## src/rtl/resblock_skip_add.sv

```systemverilog
// resblock_skip_add
// Residual join stage that sits after the resblock conv path. The resblock's
// input tiles (skip path) wait in a FIFO until the matching conv output tile
// arrives. The two tiles are then added lane by lane with saturation, and the
// sum is registered on the output. The last tile of each frame is flagged.
//
// Ports
//   clk, rst          clock and asynchronous active-high reset
//   skip_in*          skip tile stream (valid/ready), N lanes of IN_WIDTH
//   conv_in*          conv tile stream (valid/ready), N lanes of CONV_WIDTH
//   data_out_0*       residual sum stream (valid/ready/last), N lanes of OUT_WIDTH
//   sat_seen          sticky flag: some lane has clipped since reset
//
// Lane i of every tile bus occupies bits [i*W +: W].
module resblock_skip_add #(
    parameter int COMPUTE_DIM0    = 2,
    parameter int COMPUTE_DIM1    = 2,
    parameter int IN_WIDTH        = 8,
    parameter int IN_FRAC_WIDTH   = 4,
    parameter int CONV_WIDTH      = 8,
    parameter int CONV_FRAC_WIDTH = 4,
    parameter int OUT_WIDTH       = 8,
    parameter int OUT_FRAC_WIDTH  = 4,
    parameter int SKIP_FIFO_DEPTH = 8,
    parameter int TILES_PER_FRAME = 8
) (
    input  logic                                           clk,
    input  logic                                           rst,
    input  logic [COMPUTE_DIM0*COMPUTE_DIM1*IN_WIDTH-1:0]   skip_in,
    input  logic                                           skip_in_valid,
    output logic                                           skip_in_ready,
    input  logic [COMPUTE_DIM0*COMPUTE_DIM1*CONV_WIDTH-1:0] conv_in,
    input  logic                                           conv_in_valid,
    output logic                                           conv_in_ready,
    output logic [COMPUTE_DIM0*COMPUTE_DIM1*OUT_WIDTH-1:0]  data_out_0,
    output logic                                           data_out_0_valid,
    input  logic                                           data_out_0_ready,
    output logic                                           data_out_0_last,
    output logic                                           sat_seen
);

    localparam int N       = COMPUTE_DIM0 * COMPUTE_DIM1;
    localparam int AW      = (SKIP_FIFO_DEPTH > 1) ? $clog2(SKIP_FIFO_DEPTH) : 1;
    localparam int EXT     = OUT_WIDTH + 2;
    localparam int SKIP_SH = OUT_FRAC_WIDTH - IN_FRAC_WIDTH;
    localparam int CONV_SH = OUT_FRAC_WIDTH - CONV_FRAC_WIDTH;
    localparam int CW      = (TILES_PER_FRAME > 1) ? $clog2(TILES_PER_FRAME) : 1;

    localparam logic [CW-1:0] LAST_TILE = CW'(TILES_PER_FRAME - 1);
    localparam logic [AW:0]   FIFO_FULL = (AW + 1)'(SKIP_FIFO_DEPTH);

    // Saturation bounds of the output format, expressed in the extended width.
    localparam logic signed [EXT-1:0] SAT_MAX = {{3{1'b0}}, {(OUT_WIDTH-1){1'b1}}};
    localparam logic signed [EXT-1:0] SAT_MIN = {{3{1'b1}}, {(OUT_WIDTH-1){1'b0}}};

    // Reject parameter sets that the shift-only alignment cannot handle.
    if (OUT_FRAC_WIDTH < IN_FRAC_WIDTH || OUT_FRAC_WIDTH < CONV_FRAC_WIDTH) begin : g_frac_check
        $error("resblock_skip_add: OUT_FRAC_WIDTH must be >= IN_FRAC_WIDTH and CONV_FRAC_WIDTH");
    end
    if (SKIP_FIFO_DEPTH < 2 || (SKIP_FIFO_DEPTH & (SKIP_FIFO_DEPTH - 1)) != 0) begin : g_depth_check
        $error("resblock_skip_add: SKIP_FIFO_DEPTH must be a power of 2 and >= 2");
    end
    if (TILES_PER_FRAME < 1) begin : g_frame_check
        $error("resblock_skip_add: TILES_PER_FRAME must be >= 1");
    end

    logic [N*IN_WIDTH-1:0] fifo_mem [SKIP_FIFO_DEPTH];
    logic [AW-1:0]         wr_ptr;
    logic [AW-1:0]         rd_ptr;
    logic [AW:0]           fifo_count;
    logic                  fifo_full;
    logic                  fifo_nonempty;
    logic                  push;
    logic                  pop;
    logic                  out_free;
    logic                  load;
    logic [N*IN_WIDTH-1:0] skip_head;
    logic [N*OUT_WIDTH-1:0] sum_tile;
    logic [N-1:0]          lane_sat;
    logic [CW-1:0]         tile_cnt;

    // Emptiness comes from the registered count, so a tile written this cycle
    // cannot be popped until the next one.
    assign fifo_full     = (fifo_count == FIFO_FULL);
    assign fifo_nonempty = (fifo_count != '0);
    assign skip_in_ready = !fifo_full;
    assign push          = skip_in_valid && !fifo_full;

    assign out_free      = !data_out_0_valid || data_out_0_ready;
    assign conv_in_ready = fifo_nonempty && out_free;
    assign load          = fifo_nonempty && conv_in_valid && out_free;
    assign pop           = load;

    assign skip_head     = fifo_mem[rd_ptr];

    // The tile storage has no reset. After a reset the count is zero,
    // so the old contents are never read.
    always_ff @(posedge clk) begin
        if (push) begin
            fifo_mem[wr_ptr] <= skip_in;
        end
    end

    always_ff @(posedge clk or posedge rst) begin
        if (rst) begin
            wr_ptr     <= '0;
            rd_ptr     <= '0;
            fifo_count <= '0;
        end else begin
            if (push) begin
                wr_ptr <= wr_ptr + 1'b1;
            end
            if (pop) begin
                rd_ptr <= rd_ptr + 1'b1;
            end
            case ({push, pop})
                2'b10:   fifo_count <= fifo_count + 1'b1;
                2'b01:   fifo_count <= fifo_count - 1'b1;
                default: fifo_count <= fifo_count;
            endcase
        end
    end

    // Per-lane add. Both operands are widened to OUT_WIDTH+2 bits so the sum of
    // two in-range values cannot wrap before the range check.
    for (genvar i = 0; i < N; i++) begin : g_lane
        logic signed [EXT-1:0] skip_ext;
        logic signed [EXT-1:0] conv_ext;
        logic signed [EXT-1:0] sum_ext;
        logic                  over;
        logic                  under;

        assign skip_ext = EXT'(signed'(skip_head[i*IN_WIDTH +: IN_WIDTH])) <<< SKIP_SH;
        assign conv_ext = EXT'(signed'(conv_in[i*CONV_WIDTH +: CONV_WIDTH])) <<< CONV_SH;
        assign sum_ext  = skip_ext + conv_ext;
        assign over     = (sum_ext > SAT_MAX);
        assign under    = (sum_ext < SAT_MIN);
        assign lane_sat[i] = over || under;
        assign sum_tile[i*OUT_WIDTH +: OUT_WIDTH] =
            over  ? SAT_MAX[OUT_WIDTH-1:0] :
            under ? SAT_MIN[OUT_WIDTH-1:0] :
                    sum_ext[OUT_WIDTH-1:0];
    end

    // Output register. The last flag travels with the data, and the frame
    // counter advances only when a tile is actually loaded.
    always_ff @(posedge clk or posedge rst) begin
        if (rst) begin
            data_out_0       <= '0;
            data_out_0_valid <= 1'b0;
            data_out_0_last  <= 1'b0;
            sat_seen         <= 1'b0;
            tile_cnt         <= '0;
        end else if (load) begin
            data_out_0       <= sum_tile;
            data_out_0_valid <= 1'b1;
            data_out_0_last  <= (tile_cnt == LAST_TILE);
            sat_seen         <= sat_seen || (|lane_sat);
            tile_cnt         <= (tile_cnt == LAST_TILE) ? '0 : tile_cnt + 1'b1;
        end else if (data_out_0_ready) begin
            data_out_0_valid <= 1'b0;
        end
    end

endmodule

```

## config.mk

```make
export PLATFORM = sky130hd
export DESIGN_NAME = resblock_skip_add
export DESIGN_NICKNAME = d
export VERILOG_FILES = /design/src/rtl/resblock_skip_add.sv
export SDC_FILE = /design/constraint.sdc
export NUM_CORES = 1
export LEC_CHECK = 0
export ABC_CLOCK_PERIOD_IN_PS = 10100
export BUFFER_PORTS_ARGS = -buffer_cell sky130_fd_sc_hd__clkbuf_2
export CAP_MARGIN = 40
export CORE_MARGIN = 8
export CORE_UTILIZATION = 40
export CTS_CLUSTER_SIZE = 10
export DETAILED_ROUTE_END_ITERATION = 10
export HOLD_SLACK_MARGIN = 0.03
export PLACE_DENSITY = 0.63
export SLEW_MARGIN = 30
export SYNTH_ARGS = -nofsm -noshare
export SYNTH_HDL_FRONTEND = slang
export SYNTH_SLANG_ARGS = --single-unit
```

## constraint.sdc

```tcl
create_clock -name clk -period 10.1 [get_ports clk]
set_input_delay 0 -clock clk [delete_from_list [all_inputs] [get_ports clk]]
set_output_delay 0 -clock clk [all_outputs]
set_load 0.02 [all_outputs]
```

Yosys cells after proc, flatten, opt, wreduce, memory -nomap -nowiden

Memory sizes are Yosys's and may differ from the RTL's.
Cells that the tools add are included.

Memories: 1
Logic and storage cells: 60
RAM bits: 256
Output and inout port bits: 37
Input port bits: 69
Flip-flop bits (word level): 48

Equal/unequal tests: 4
Multiplexer cells: 14
$lt $le $gt $ge: 8
Add/subtract/negate cells: 9
Reductions and logical operators: 16

Memory list:

| name     | depth | width | rd ports | clocked after memory_dff | wr ports | line | text |
|---|---|---|---|---|---|---|---|
| fifo_mem | 8     | 32    | 1        | 0                        | 1        | 67   | `logic [N*IN_WIDTH-1:0] fifo_mem [SKIP_FIFO_DEPTH];` |

Operators by type and width:

| operator                                                       | count |
|---|---|
| two-way mux 8 bit                                              | 8 |
| adder 8 x 8 -> 9 bit                                           | 4 |
| greater-than comparator 9 x 8 -> 1 bit (second input constant) | 4 |
| < comparator 9 x 8 -> 1 bit (second input constant)            | 4 |
| adder 3 x 1 -> 3 bit (second input constant)                   | 3 |
| case mux 4 bit (2 select lines)                                | 1 |
| logical OR 1 bit                                               | 6 |
| adder 4 x 1 -> 4 bit (second input constant)                   | 1 |
| == test 4 bit (second input constant)                          | 1 |
| logical AND 1 bit                                              | 4 |
| two-way mux 1 bit                                              | 4 |
| nonzero test 2 bit                                             | 2 |
| nonzero test 4 bit                                             | 1 |
| OR reduction 4 bit                                             | 1 |
| subtractor 4 x 1 -> 4 bit (second input constant)              | 1 |
| == test 3 bit (second input constant)                          | 1 |
| two-way mux 3 bit                                              | 1 |
| == test 2 x 1 -> 1 bit (second input constant)                 | 1 |
| == test 2 bit (second input constant)                          | 1 |
| zero test 1 bit                                                | 2 |

Logic depth before layout (Yosys ltp)

An unclocked memory read counts as a cell.

Word-level depth: 6
Depth in mapped cells: 14
Gate-level depth less buffers: 11

Least setup slack after synthesis

No wires, ideal clock.

Kind: reg-to-reg
Start point: register fifo_count[0]
End point: memory fifo_mem[0][0] (netlist bit), enable pin
Required time: 9.599 ns
Setup slack: 5.623 ns
Buffers on the path: 0
Clock period less this slack: 4.477 ns
Arrival time: 3.975 ns
Cell stages (with the launch flop): 5
Setup time: 0.501 ns
Cell sequence: dfrtp_1 -> nor3_1 -> nand2_1 -> nand2_1 -> nor4_1

Cells in the longest elaborated chain, start to end: 5

Ends and longest elaborated chain:

| element                                 | line | text |
|---|---|---|
| from (decl)                             | 70   | `logic [AW:0] fifo_count;` |
| from (signal assigned)                  | 117  | `2'b10: fifo_count <= fifo_count + 1'b1;` |
| from (signal assigned)                  | 118  | `2'b01: fifo_count <= fifo_count - 1'b1;` |
| from (signal assigned)                  | 119  | `default: fifo_count <= fifo_count;` |
| == test 4 bit                           | 84   | `assign fifo_full = (fifo_count == FIFO_FULL);` |
| zero test 1 bit                         | n/a  |  |
| named net skip_in_ready                 | 31   | `output logic skip_in_ready,` |
| logical AND 1 bit                       | 87   | `assign push = skip_in_valid && !fifo_full;` |
| two-way mux 1 bit                       | 99   | `if (push) begin` |
| two-way mux 1 bit (implied by the code) | 100  | `fifo_mem[wr_ptr] <= skip_in;` |
| to (decl)                               | 67   |  |

The timed path passes the listed nets, and every way through them passes these cells.

Worst setup path in the final report

Start point: register rd_ptr[0]
End point: register sat_seen

Cells in the longest elaborated chain, start to end: 6
Elaborated cells on any way between the ends: 19
Classes of those cells: add/sub: 4; order compare: 8; reduce/logical: 6; memory: 1

Ends and longest elaborated chain:

| element                                                                               | line     | text |
|---|---|---|
| from (decl)                                                                           | 69       | `logic [AW-1:0] rd_ptr;` |
| from (signal assigned)                                                                | 114      | `rd_ptr <= rd_ptr + 1'b1;` |
| memory (8 x 32 bit) *                                                                 | n/a      |  |
| adder 8 x 8 -> 9 bit                                                                  | 135      | `assign sum_ext = skip_ext + conv_ext;` |
| greater-than comparator 9 x 8 -> 1 bit or < comparator 9 x 8 -> 1 bit (tied branches) | 136, 137 |  |
| logical OR 1 bit                                                                      | 138      | `assign lane_sat[i] = over \|\| under;` |
| OR reduction 4 bit *                                                                  | 158      | `sat_seen <= sat_seen \|\| (\|lane_sat);` |
| logical OR 1 bit *                                                                    | 158      |  |
| to (signal assigned)                                                                  | 158      |  |
| to (decl)                                                                             | 39       | `output logic sat_seen` |

Every way passes the cells marked *; elsewhere a longest branch is shown, timed or not.
A chain may end at the register's enable or synchronous reset.

==> impl_metrics.yaml <==
outcome:
  outcome: "completed"
logic_synthesis:
  synth_area_leader_cell: "edfxtp_1"
  ys_async_sr_fraction_pct: 15.8
  synth-seq-area-share_pct: 67.2
  yosysWarnings: 0
  ys_seq_elements: 304
  yosys.cell_count.top_type: "edfxtp_1"
  syn_nets: 898
  netlist_instances: 785
  syn_avg_cell_area_um2: 16.9
  synth_area_leaders: "edfxtp_1, mux4_2, dfrtp_1"
  ys.flop_type: "edfxtp_1"
  synth_edf_count: 256
  synth_top_cells_by_count: "edfxtp_1, mux4_2, nand2_1, dfrtp_1, ha_1"
  synth_largest_type_area_fraction_pct: 58.1
  synthDistinctLibCells: 55
  synth_area_um2: 13200
timing:
  finalSetupViolCount: 0
  hold_violations: 0
  finalMaxSlewViolations: 0
  relSlewSlack_pct: 51.7
  max_slew.worst_pin.slew_ps: 724
  rsz0062_at_grt: "no"
  setup_slack_ps: 5470
  skew_ps: 20.6
  period_share_pct: 45.8
  setup_tns_ps: 0
  max_freq_ghz: 0.216
  period_needed_ps: 4630
layout:
  fillers: 2818
  multi_input_area_um2: 4230
  syn_to_final_growth_pct: 20.5
  diodes: 0
  seq_area_um2: 8890
  finalNetCount: 1071
  post-route-util_pct: 49.0
  drive_above_1_share_pct: 28.8
pwr:
  cellPowerDensity_nw_per_um2: 330
  p_leak_nw: 5.74
  ir_worst_vdd_mv: 0.162
clocking:
  clk_latency_ps: 520
  cts_tree: "yes"
  ctsResizeCount: 0
  cts_made_buffers: 37
  path_clk_slew_ps: 50
  root_buffer: "clkbuf_16"
  cts_sinks: 304
  htreeDepth: 2
  clock_path_buffers: 3
grt:
  antenna_found_initial: 0
  grt_pass1_wl_um: 46300
  grt_max_degree: 55
  grt_pass1_vias: 7885
  overflow: 0
  globalRouteTotalUtil_pct: 15.4
worst_hold_path:
  hold_class: "input pin to flip-flop"
  hp-start: "conv_in[22]"
worst_setup_path:
  r2r_slack_ps: 5470
  worstPathArrival_ps: 5000
  cp_max_fo: 36
  crit_path_end_kind: "flip-flop"
  start_kind: "flip-flop"
  reg2reg_to: "sat_seen"
  cp.required_ps: 10480
  startpoint: "rd_ptr[0]"
  rr_startpoint: "rd_ptr[0]"
  cp-endpoint: "sat_seen"
  rr_worst_depth: 12
  worstSetupPathType: "flip-flop to flip-flop"
placed_design:
  place_congestion: 0.758
  io_buffers: 105
  dp_slack_ps: 5380
  hpwl_um: 18200
routing:
  drt_iter0_drc: 438
  routed_wirelength_um: 29400
  drtPass1Iterations: 4
  wire_per_inst_um: 20.6
  postRouteAntennaNets: 0
  vias: 7336
  viasPerCell: 5.14
  drcViolationCount: 0
die:
  coreArea_um2: 32500
  fp.dieW_um: 198
  start_util_pct: 40.7
  die_y_um: 198
  die-area_um2: 39200
  rows: 66
  io_pins: 106
run:
  drv_cap: 0
layer usage:
layer	track usage [%]	share of wire, %	up-vias
li1	-	-	3440
met1	20.2	43	3691
met2	26.1	50	168
met3	2.70	5.5	37
met4	4.18	1.8	0
met5	0	0	-
flip-flops by register name (all words and copies together) (netlist names):
signal / count
sat_seen: 1
data_out_0_last: 1
data_out_0_valid: 1
rd_ptr: 3
fifo_count: 4
wr_ptr: 3
data_out_0: 32
fifo_mem: 256
tile_cnt: 3
repair_timing:
| item | in CTS | in global routing |
|---|---|---|
| hold buffers | 41 | 0 |
| endpoints found under the setup margin | 0 | 0 |
| buffers inserted | 0 | 0 |
| hold endpoints to repair | 313 | 0 |
metrics by stage:
step / hold WS, ps / cells / cell area, um^2 / power, mW
3_3_place_gp: 212 / 1316 / 14300 / 4.03
3_5_place_dp: 220 / 1319 / 14400 / 4.07
4_1_cts: 43.8 / 1427 / 15900 / 5.33
5_1_grt: 91.5 / 1428 / 15900 / 5.62
6_report: 60.0 / 1428 / 15900 / 5.26
2_1_floorplan: 98.9 / 785 / 13200 / 3.48
how the worst min path moves through the flow:
| stage | to | slack, ps | depth (start not counted) |
|---|---|---|---|
| 2_1_floorplan | fifo_mem[0][0] | 100 | 0 |
| 3_3_place_gp | data_out_0_valid | 210 | 3 |
| 3_5_place_dp | fifo_count[3] | 220 | 3 |
| 4_1_cts | data_out_0[22] | 40 | 5 |
| 5_1_grt | data_out_0[9] | 90 | 4 |
| 6_report | data_out_0[22] | 60 | 5 |
placed cells by master, fill, tap and decap left out, types with 3 or more instances in the layout:
| cell type | instances |
|---|---|
| a31oi_1 | 3 |
| clkbuf_16 | 38 |
| buf_4 | 14 |
| o21ai_0 | 33 |
| fa_1 | 5 |
| a21oi_2 | 3 |
| edfxtp_1 | 256 |
| o21ai_1 | 20 |
| nand2b_1 | 6 |
| clkbuf_8 | 3 |
| a21o_1 | 10 |
| dlygate4sd3_1 | 41 |
| nand3_1 | 4 |
| mux2i_1 | 4 |
| mux4_2 | 64 |
| mux2_2 | 33 |
| clkbuf_2 | 106 |
| a21oi_1 | 33 |
| o21bai_1 | 6 |
| inv_1 | 12 |
| dfrtp_1 | 46 |
| nor3_1 | 6 |
| clkbuf_1 | 23 |
| nor2_1 | 28 |
| ha_1 | 39 |
| o31ai_1 | 3 |
| maj3_1 | 5 |
| nor2_4 | 3 |
| xor2_1 | 8 |
| a211oi_1 | 5 |
| xnor2_1 | 21 |
| nand2_1 | 57 |
| o21a_1 | 3 |
| nor3_2 | 5 |
critical path, stage by stage (launching register included):
cell and delay [ps]:
dfrtp_4 850, buf_4 700, mux4_2 580, mux2_2 280, ha_1 220, fa_1 420, a21o_1 180, a21oi_1 220
o21bai_1 100, a21oi_1 260, o221ai_1 260, xnor2_1 270, a41oi_2 120
cells by family after synthesis:
| kind of cell | count (synthesis) | synth area share (%) |
|---|---|---|
| DFF | 304 | 67.2 |
| and+or+nand+nor | 122 | 4.02 |
| buffers and inverters | 42 | 1.27 |
| adders and majority gates | 49 | 4.82 |
| AOI/OAI and AO/OA | 136 | 6.45 |
| xor gates and xnor gates | 31 | 2.25 |
| muxes | 101 | 14.0 |
power by group:
group | leakage [nW] | switching (mW) | internal (mW)
Sequential | 2.90 | 0.151 | 1.62
Combinational | 2.30 | 1.25 | 1.00
Clock | 0.540 | 0.480 | 0.748
Total | 5.74 | 1.88 | 3.37
area by class of cell:
| cell class | count | share of cell area [%] |
|---|---|---|
| timing repair buffer | 163 | 6.83 |
| multi-input combinational | 439 | 26.5 |
| clock buffer | 64 | 6.77 |
| sequential | 304 | 55.8 |
| inverter | 13 | 0.306 |
| tap | 442 | 3.47 |
| clock inverter | 3 | 0.314 |
Note: power is estimated with default switching activity, not from simulation.
